File: src/rtl/nv_nvdla_cdma_wt_wrr_arb.sv
// ---------------------------------------------------------------------------
// nv_nvdla_cdma_wt_wrr_arb
//
// N-requester grant arbiter for the CDMA weight-fetch path. Selects one
// requester per cycle either by strict priority (lowest index wins) or by
// round-robin starting at a stored grant pointer. When the macro
// NVDLA_CDMA_WT_ARB_WRR_EN is defined, the round-robin is weighted: a
// requester sitting at the pointer may take up to cfg_weight[i] consecutive
// grants before the pointer moves on. Without the macro every weight is 1
// and the arbiter is a plain round-robin.
//
// Ports:
//   nvdla_core_clk  core clock
//   nvdla_core_rst  asynchronous active-high reset
//   req             request vector, bit i = requester i
//   gnt_busy        downstream busy, forces gnt to zero
//   cfg_mode        0 = strict priority, 1 = round-robin
//   cfg_weight      per-requester weight, field i at [i*WT_W +: WT_W]
//   gnt             one-hot-or-zero grant, combinational
//   gnt_id_d        registered index of the last fired winner
//   gnt_vld_d       registered pulse, high the cycle after a fire
// ---------------------------------------------------------------------------
module nv_nvdla_cdma_wt_wrr_arb #(
   parameter  int NUM_REQ = 4,
   parameter  int WT_W    = 4,
   localparam int ID_W    = $clog2(NUM_REQ)
) (
   input  logic                    nvdla_core_clk,
   input  logic                    nvdla_core_rst,
   input  logic [NUM_REQ-1:0]      req,
   input  logic                    gnt_busy,
   input  logic                    cfg_mode,
   input  logic [NUM_REQ*WT_W-1:0] cfg_weight,
   output logic [NUM_REQ-1:0]      gnt,
   output logic [ID_W-1:0]         gnt_id_d,
   output logic                    gnt_vld_d
);

   logic [ID_W-1:0] ptr;
   logic [WT_W-1:0] cnt;
   logic [ID_W-1:0] strict_id;
   logic [ID_W-1:0] rr_id;
   logic [ID_W-1:0] win_id;
   logic [ID_W-1:0] win_inc;
   logic            any_req;
   logic            fire;

   // Strict priority: scanning from the top down lets the lowest asserted
   // index be the last one written, so it wins.
   always_comb begin
      strict_id = '0;
      for (int i = NUM_REQ - 1; i >= 0; i--) begin
         if (req[i]) begin
            strict_id = ID_W'(i);
         end
      end
   end

   // Round-robin search order is ptr, ptr+1, ... with wrap. Walking the
   // offsets from largest to smallest means the closest requester to ptr
   // is written last and wins. The wrap is a subtract rather than a modulo
   // so that non-power-of-2 NUM_REQ never produces an index >= NUM_REQ.
   always_comb begin
      int idx;
      idx   = 0;
      rr_id = '0;
      for (int k = NUM_REQ - 1; k >= 0; k--) begin
         idx = int'(ptr) + k;
         if (idx >= NUM_REQ) begin
            idx = idx - NUM_REQ;
         end
         if (req[idx[ID_W-1:0]]) begin
            rr_id = idx[ID_W-1:0];
         end
      end
   end

   // Grant selection. Reset and busy both squash the grant, which in turn
   // squashes the fire so no state moves during a stall or reset.
   always_comb begin
      any_req = |req;
      win_id  = cfg_mode ? rr_id : strict_id;
      win_inc = (win_id == ID_W'(NUM_REQ - 1)) ? '0 : win_id + ID_W'(1);
      gnt     = '0;
      if (any_req && !gnt_busy && !nvdla_core_rst) begin
         gnt = NUM_REQ'(1) << win_id;
      end
      fire    = |gnt;
   end

`ifdef NVDLA_CDMA_WT_ARB_WRR_EN
   logic [WT_W-1:0] wt;
   logic [WT_W:0]   cnt_inc;
   logic            burst_done;

   // Effective weight of the current winner; a programmed zero behaves as 1.
   always_comb begin
      wt = WT_W'(1);
      for (int i = 0; i < NUM_REQ; i++) begin
         if (win_id == ID_W'(i) && cfg_weight[i*WT_W +: WT_W] != '0) begin
            wt = cfg_weight[i*WT_W +: WT_W];
         end
      end
   end

   // The burst comparison is one bit wider than the weight so that the
   // largest weight value cannot wrap cnt+1 back to zero.
   assign cnt_inc    = {1'b0, cnt} + (WT_W+1)'(1);
   assign burst_done = cnt_inc >= {1'b0, wt};

   // Weighted pointer/credit update. Only round-robin fires touch the state;
   // a winner other than ptr starts a fresh burst of its own (or passes the
   // pointer on immediately if its weight is 1).
   always_ff @(posedge nvdla_core_clk or posedge nvdla_core_rst) begin
      if (nvdla_core_rst) begin
         ptr <= '0;
         cnt <= '0;
      end else if (fire && cfg_mode) begin
         if (win_id == ptr) begin
            if (burst_done) begin
               ptr <= win_inc;
               cnt <= '0;
            end else begin
               cnt <= cnt_inc[WT_W-1:0];
            end
         end else if (wt == WT_W'(1)) begin
            ptr <= win_inc;
            cnt <= '0;
         end else begin
            ptr <= win_id;
            cnt <= WT_W'(1);
         end
      end
   end
`else
   logic unused_cfg;

   // Without weighting there is no burst credit; the weight bus is kept on
   // the port list for drop-in compatibility but is not used.
   assign cnt        = '0;
   assign unused_cfg = ^{cfg_weight, cnt};

   // Plain round-robin: every round-robin fire hands the pointer to the
   // requester just above the winner.
   always_ff @(posedge nvdla_core_clk or posedge nvdla_core_rst) begin
      if (nvdla_core_rst) begin
         ptr <= '0;
      end else if (fire && cfg_mode) begin
         ptr <= win_inc;
      end
   end
`endif

   // Registered winner report for the request mux and perf counters. The
   // index holds between fires; the valid bit is a single-cycle pulse.
   always_ff @(posedge nvdla_core_clk or posedge nvdla_core_rst) begin
      if (nvdla_core_rst) begin
         gnt_id_d  <= '0;
         gnt_vld_d <= 1'b0;
      end else begin
         gnt_vld_d <= fire;
         if (fire) begin
            gnt_id_d <= win_id;
         end
      end
   end

endmodule

File: config.mk
export PLATFORM = sky130hd
export DESIGN_NAME = nv_nvdla_cdma_wt_wrr_arb
export DESIGN_NICKNAME = d
export VERILOG_FILES = /design/src/rtl/nv_nvdla_cdma_wt_wrr_arb.sv
export SDC_FILE = /design/constraint.sdc
export NUM_CORES = 1
export LEC_CHECK = 0
export CAP_MARGIN = 20
export CORE_MARGIN = 4
export CORE_UTILIZATION = 32
export DETAILED_ROUTE_END_ITERATION = 16
export PLACE_DENSITY = 0.84
export SLEW_MARGIN = 10
export SYNTH_ARGS = -nofsm -noshare
export SYNTH_HDL_FRONTEND = slang
export SYNTH_SLANG_ARGS = --single-unit
File: constraint.sdc
create_clock -name nvdla_core_clk -period 2.6 [get_ports nvdla_core_clk]
set_input_delay 0.52 -clock nvdla_core_clk [delete_from_list [all_inputs] [get_ports nvdla_core_clk]]
set_output_delay 0.52 -clock nvdla_core_clk [all_outputs]
set_load 0.02 [all_outputs]
Word-level counts from Yosys, hierarchy flattened

Cells that the tools add are included.

Register bits: 5
Bits of input ports: 24
Output and inout bits: 7
Word-level logic and storage cells: 51

$add $sub $neg: 8
Order comparisons: 8
Equal/unequal tests: 1
Shifts and indexed selects: 1
Muxes and demuxes: 23
Reductions and logical operators: 7

Operators by type and width:

| cell                                                              | number |
|---|---|
| two-way mux 2 bit                                                 | 14 |
| less-than comparator 2 x 3 -> 1 bit, second input constant        | 4 |
| greater-or-equal comparator 3 bit, second input constant          | 3 |
| binary-select mux 1 bit (select 2 bit)                            | 4 |
| OR reduction 4 bit                                                | 2 |
| subtractor 2 x 1 -> 2 bit, second input constant                  | 4 |
| adder 2 x 2 -> 3 bit, second input constant                       | 2 |
| two-way mux 1 bit                                                 | 4 |
| two-way mux 4 bit                                                 | 1 |
| left shift 1 x 2 -> 4 bit, first input constant                   | 1 |
| adder 2 x 1 -> 3 bit, second input constant                       | 1 |
| greater-or-equal comparator 2 x 3 -> 1 bit, second input constant | 1 |
| logical AND 1 bit                                                 | 3 |
| adder 2 x 1 -> 2 bit, second input constant                       | 1 |
| equality test 2 bit, second input constant                        | 1 |
| zero test 1 bit                                                   | 2 |

Longest topological paths before layout

Word-level depth: 14
Depth in mapped cells: 9
Depth with buffers taken out: 9

Worst setup path before layout

OpenSTA, ideal clock, no wires.

Path type: input-to-reg
Start point: input port req[1]
End point: register gnt_id_d[1]
Library setup time: 125 ps
Arrival: 2273 ps
Data required time: 2475 ps
Slack: 202 ps
Stages: 9
Path buffers: 0
Cells stage by stage: nor2b_1 o21ai_1 nor3_1 nor2_1 ha_1 or4_4 nand3_2 inv_2 mux2_4

Longest elaborated chain between the ends: 10
Elaborated cells on any way between the ends: 21
Classes of those cells: shift (1); mux (16); reduce/logical (4)

Ends and longest elaborated chain:

| item                                    | line | source |
|---|---|---|
| start: declaration                      | 30   | `input logic [NUM_REQ-1:0] req,` |
| binary-select mux 1 bit (select 2 bit)  | 72   | `if (req[idx[ID_W-1:0]]) begin` |
| two-way mux 1 bit (implied by the code) | 72   |  |
| two-way mux 2 bit (4 in series)         | 72   |  |
| two-way mux 2 bit                       | 82   | `win_id = cfg_mode ? rr_id : strict_id;` |
| left shift 1 x 2 -> 4 bit               | 86   | `gnt = NUM_REQ'(1) << win_id;` |
| two-way mux 4 bit *                     | 85   | `if (any_req && !gnt_busy && !nvdla_core_rst) begin` |
| OR reduction 4 bit *                    | 88   | `fire = \|gnt;` |
| via fire                                | 46   | `logic fire;` |
| end signal: assignment                  | 163  | `gnt_id_d <= win_id;` |
| end: declaration                        | 35   | `output logic [ID_W-1:0] gnt_id_d,` |

Mark *: on every way through the listed nets, which the timed path passes. The rest lies on a longest branch. The select of a mux whose other input is x is not followed.
A chain may end at the register's enable or synchronous reset.

Worst setup path after layout

Start point: input port req[3]
End point: register gnt_id_d[1]

Longest elaborated chain between the ends: 10
Elaborated cells on any way between the ends: 23
Classes of those cells: shift (1); mux (18); reduce/logical (4)

Ends and longest elaborated chain:

| item                                    | line | source |
|---|---|---|
| binary-select mux 1 bit (select 2 bit)  | 72   |  |
| two-way mux 1 bit (implied by the code) | 72   |  |
| two-way mux 2 bit (4 in series)         | 72   |  |
| two-way mux 2 bit *                     | 82   |  |
| via win_id[1]                           | 43   | `logic [ID_W-1:0] win_id;` |
| left shift 1 x 2 -> 4 bit *             | 86   |  |
| two-way mux 4 bit *                     | 85   |  |
| OR reduction 4 bit *                    | 88   |  |
| via fire                                | 46   |  |

Marked as above.

==> impl_results.html <==
<table>
<tr><th>Metric</th><th>Value</th></tr>
<tr><th colspan="2">Clocking</th></tr>
<tr><td>TritonCTS clock tree</td><td>yes</td></tr>
<tr><td>Clk Latency, worst-skew pair</td><td>0.23 ns</td></tr>
<tr><td>Clock edge transition at the registers on the reported setup and hold paths</td><td>0.04 ns</td></tr>
<tr><td>Clock H-tree levels</td><td>1</td></tr>
<tr><td>Count of clock tree sinks</td><td>5</td></tr>
<tr><td>Num CTS Buffers</td><td>3</td></tr>
<tr><td>Hold-fix buffers, CTS</td><td>0</td></tr>
<tr><td>Cell at the root of the clock tree</td><td>clkbuf_4</td></tr>
<tr><td>Maximum clock path buffer count</td><td>2</td></tr>
<tr><th colspan="2">Routing</th></tr>
<tr><td>Total via count after detailed routing</td><td>447</td></tr>
<tr><td>Detail-routed net length per standard cell</td><td>12.7 um</td></tr>
<tr><td>Total Wirelength</td><td>roughly 1.1 mm</td></tr>
<tr><td>Via density</td><td>~5.0</td></tr>
<tr><td>Initial DRC Count</td><td>7</td></tr>
<tr><td>First-pass iteration count of the detailed router</td><td>4</td></tr>
<tr><td>Residual antenna-violating net count after detailed routing</td><td>0</td></tr>
<tr><td>Drc violations</td><td>0</td></tr>
<tr><th colspan="2">Power and ir drop</th></tr>
<tr><td>Combinational fraction of design power</td><td>54.6%</td></tr>
<tr><td>Cell-internal power</td><td>0.000313 W</td></tr>
<tr><td>Switching Power</td><td>approximately 0.00018 W</td></tr>
<tr><td>Net switching share of the total power</td><td>36.5%</td></tr>
<tr><td>Seq pwr share</td><td>28.0%</td></tr>
<tr><td>Reported leakage power</td><td>0.348 nW</td></tr>
<tr><td>Share of power burned in the clock network</td><td>17.4%</td></tr>
<tr><td>Cell area power density</td><td>roughly 700 nW/um^2</td></tr>
<tr><td>Worst voltage drop across the vdd grid</td><td>0.406 mV</td></tr>
<tr><td>Pwr Total</td><td>0.000493 W</td></tr>
<tr><th colspan="2">STA</th></tr>
<tr><td>Transition time at the pin with the least slew margin</td><td>~0.25 ns</td></tr>
<tr><td>Final-report hold violation count</td><td>0</td></tr>
<tr><td>Max transition margin</td><td>around 83%</td></tr>
<tr><td>Fmax</td><td>between 300 and 400 MHz</td></tr>
<tr><td>Final period util</td><td>97.8%</td></tr>
<tr><td>Count of endpoints failing setup in the final report</td><td>0</td></tr>
<tr><td>Final Slew Violations</td><td>0</td></tr>
<tr><td>Worst setup slack after layout</td><td>0.0568 ns</td></tr>
<tr><td>Clock period minus final worst setup slack</td><td>2.54 ns</td></tr>
<tr><td>Clock Skews</td><td>0.00180 ns</td></tr>
<tr><td>Worst hold slack across all endpoints</td><td>0.518 ns</td></tr>
<tr><th colspan="2">Run status</th></tr>
<tr><td>Run status</td><td>finished, final reports clean</td></tr>
<tr><th colspan="2">Global routing</th></tr>
<tr><td>Overflow after GRT</td><td>0</td></tr>
<tr><td>Number of global-route vias before repair</td><td>470</td></tr>
<tr><td>Number of antenna violations at the first check in global routing</td><td>0</td></tr>
<tr><td>First-pass GRT wire length</td><td>1.99 mm</td></tr>
<tr><td>Pin count of the biggest net entering global routing</td><td>8</td></tr>
<tr><td>Global router's overall resource usage</td><td>13.5%</td></tr>
<tr><th colspan="2">Floorplanning</th></tr>
<tr><td>Core outline area</td><td>1170 sq um</td></tr>
<tr><td>Height of the die</td><td>44.4 um</td></tr>
<tr><td>Number of top-level pins</td><td>31</td></tr>
<tr><td>Initial cell density of the core</td><td>36.1%</td></tr>
<tr><td>Std cell rows</td><td>12</td></tr>
<tr><td>Die width</td><td>44.4 um</td></tr>
<tr><td>Area of the die</td><td>around 2000 sq um</td></tr>
<tr><th colspan="2">Layout</th></tr>
<tr><td>Number of diodes added for antenna fixing</td><td>0</td></tr>
<tr><td>Total number of nets in the final design</td><td>105</td></tr>
<tr><td>Post-route insts no fill</td><td>90</td></tr>
<tr><td>Fraction of layout cells with a size suffix above 1</td><td>between 40% and 50%</td></tr>
<tr><td>Final design area excluding fillers</td><td>708 sq um</td></tr>
<tr><td>Commonest non-fill, non-tap cell in the layout</td><td>buf_4</td></tr>
<tr><td>Most used cells in the layout excluding fill and tap cells</td><td>buf_4 (10), dfrtp_1 (5), clkdlybuf4s50_1 (5), nand2b_1 (4)</td></tr>
<tr><td>Layout area overhead</td><td>67.5%</td></tr>
<tr><th colspan="2">Placement</th></tr>
<tr><td>Quantity of I/O buffers inserted on ports</td><td>14</td></tr>
<tr><td>Worst slack at placement</td><td>-0.627 ns</td></tr>
<tr><td>Area of placed instances</td><td>648 sq um</td></tr>
<tr><td>Sum of net half-perimeters after detailed placement</td><td>909 um</td></tr>
<tr><td>Final Wtd Congestion</td><td>0.779</td></tr>
<tr><td>Cell total after placement</td><td>84</td></tr>
<tr><th colspan="2">Logic synthesis</th></tr>
<tr><td>Number of instances in the synthesized netlist</td><td>47</td></tr>
<tr><td>Number of nets produced by synthesis</td><td>75</td></tr>
<tr><td>Distinct cell type count after synthesis</td><td>26</td></tr>
<tr><td>Multiplexer fraction of the synthesized cell area</td><td>3.55%</td></tr>
<tr><td>Area fraction in compound gates after synthesis</td><td>between 10% and 20%</td></tr>
<tr><td>Simple logic cell fraction of the synthesized area</td><td>34.9%</td></tr>
<tr><td>Mean cell area of the mapped netlist</td><td>9.00 sq um</td></tr>
<tr><td>Share of synthesized area occupied by flip-flops and latches</td><td>29.6%</td></tr>
<tr><td>Main combinational cell family by area after synthesis</td><td>simple AND/OR/NAND/NOR gates</td></tr>
<tr><td>Post-Synth Adder-Cell Area</td><td>11.8%</td></tr>
<tr><td>Cell area after technology mapping</td><td>around 420 sq um</td></tr>
<tr><td>Post-synthesis register bit count</td><td>5</td></tr>
<tr><td>Count of synthesis-stage warnings from yosys</td><td>0</td></tr>
<tr><td>Post-Synth XOR/XNOR Area</td><td>0%</td></tr>
<tr><th colspan="2">Critical path</th></tr>
<tr><td>WP data required</td><td>2.71 ns</td></tr>
<tr><td>Maximum fanout count along the critical path</td><td>6</td></tr>
<tr><td>Data arrival, critical path</td><td>~2.7 ns</td></tr>
<tr><td>Crit Path Class</td><td>input pin to flip-flop</td></tr>
<tr><td>Kind of capture point of the worst setup path</td><td>flip-flop</td></tr>
<tr><td>Crit path launch type</td><td>input pin</td></tr>
<tr><th colspan="2">Worst hold path</th></tr>
<tr><td>Worst min-delay path category</td><td>input pin to asynchronous set/reset pin</td></tr>
<tr><th colspan="2">Run</th></tr>
<tr><td>Max-Cap Viols</td><td>0</td></tr>
</table>
[layer usage]
metal,track usage [%],vias up,share of wire (%)
li1,-,233,-
met2,22.7,10,50
met4,4.82,0,0
met1,15.9,204,45
met5,0,-,0
met3,4.47,0,5.2
[state kept, by name, summed over array words and instances, names as in the netlist]
register / flops
gnt_id_d: 2
ptr: 2
gnt_vld_d: 1
[power by group through the flow]
stage               Combinational [W]  Sequential [W]   Clock, W
global placement             0.000247        0.000137          0
CTS                          0.000271        0.000138  0.0000898
detailed placement           0.000252        0.000138          0
finish                       0.000269        0.000138  0.0000857
floorplan                    0.000124        0.000155          0
global route                 0.000296        0.000145  0.0000973
[synth_stat cells]
| cell | n | area [sq um] |
|---|---|---|
| nand3b_1 | 2 | 15.0 |
| or4_4 | 2 | 22.5 |
| nand2b_1 | 4 | 25.0 |
| and3_2 | 2 | 15.0 |
| ha_1 | 4 | 50.1 |
| o21ai_0 | 1 | 5.00 |
| nand4_1 | 1 | 6.26 |
| nand3_1 | 1 | 5.00 |
| nor2_1 | 2 | 7.51 |
| dfrtp_1 | 5 | 125 |
| nor3_1 | 1 | 5.00 |
| nor2b_1 | 1 | 6.26 |
| o31a_1 | 1 | 8.76 |
| a21o_1 | 1 | 7.51 |
| a21oi_1 | 3 | 15.0 |
| nand3_2 | 1 | 10.0 |
| nand2_1 | 3 | 11.3 |
| and3_1 | 2 | 12.5 |
| or2_1 | 1 | 6.26 |
| o41ai_1 | 1 | 8.76 |
| inv_2 | 1 | 3.75 |
| o2bb2ai_1 | 1 | 8.76 |
| o21ai_1 | 1 | 5.00 |
| inv_1 | 3 | 11.3 |
| o221a_2 | 1 | 11.3 |
| mux2_4 | 1 | 15.0 |
[logic make-up after synthesis]
group | Yosys count
AOI/OAI and AO/OA | 10
adders and majority gates | 4
buffers and inverters | 4
DFF | 5
muxes | 1
and+or+nand+nor | 23
[layout make-up]
cell class,count,area (sq um)
multi-input cells,38,319
flip-flops and latches,5,125
clock buffers,4,26.3
repair buffers,25,205
well taps,14,17.5
fillers,107,463
inverters,4,15.0
[critical path, stage by stage]
cell,delay [ns]
dlygate4sd2_1,0.29
nand3b_1,0.20
o2bb2ai_2,0.14
o221a_2,0.15
buf_4,0.14
ha_2,0.17
buf_4,0.13
or4_4,0.50
nand3_4,0.08
inv_2,0.04
mux2_4,0.28
[what timing repair did]
| item | in CTS | in global routing |
|---|---|---|
| resized for setup | 27 | 5 |
| setup buffers | 2 | 0 |
| pin swaps | 7 | 0 |
| endpoints found under the hold margin | 0 | 0 |
| setup endpoints to repair | 8 | 4 |
[metrics by stage]
step,TNS (ns),utilization (%)
after floorplan,0,-
after global placement,-3.44,55.3
after detailed placement,-3.96,55.3
after CTS,0,60.6
after global routing,-0.0449,60.5
final,0,60.5
[path summary, 6_finish.rpt]
| check | startpoint | to | slack (ns) | depth (start not counted) |
|---|---|---|---|---|
| max | req[3] | gnt_id_d[1] | 0.06 | 11 |
| min | nvdla_core_rst | gnt_id_d[0] | 0.52 | 2 |
| max reg2reg | ptr[1] | gnt_id_d[1] | 0.19 | 10 |
| min reg2reg | gnt_id_d[1] | gnt_id_d[1] | 0.52 | 1 |
| max in group asynchronous | nvdla_core_rst | gnt_id_d[1] | 1.91 | 2 |
| min in group nvdla_core_clk | gnt_id_d[1] | gnt_id_d[1] | 0.52 | 1 |
Power figures use the tool's default switching activity.
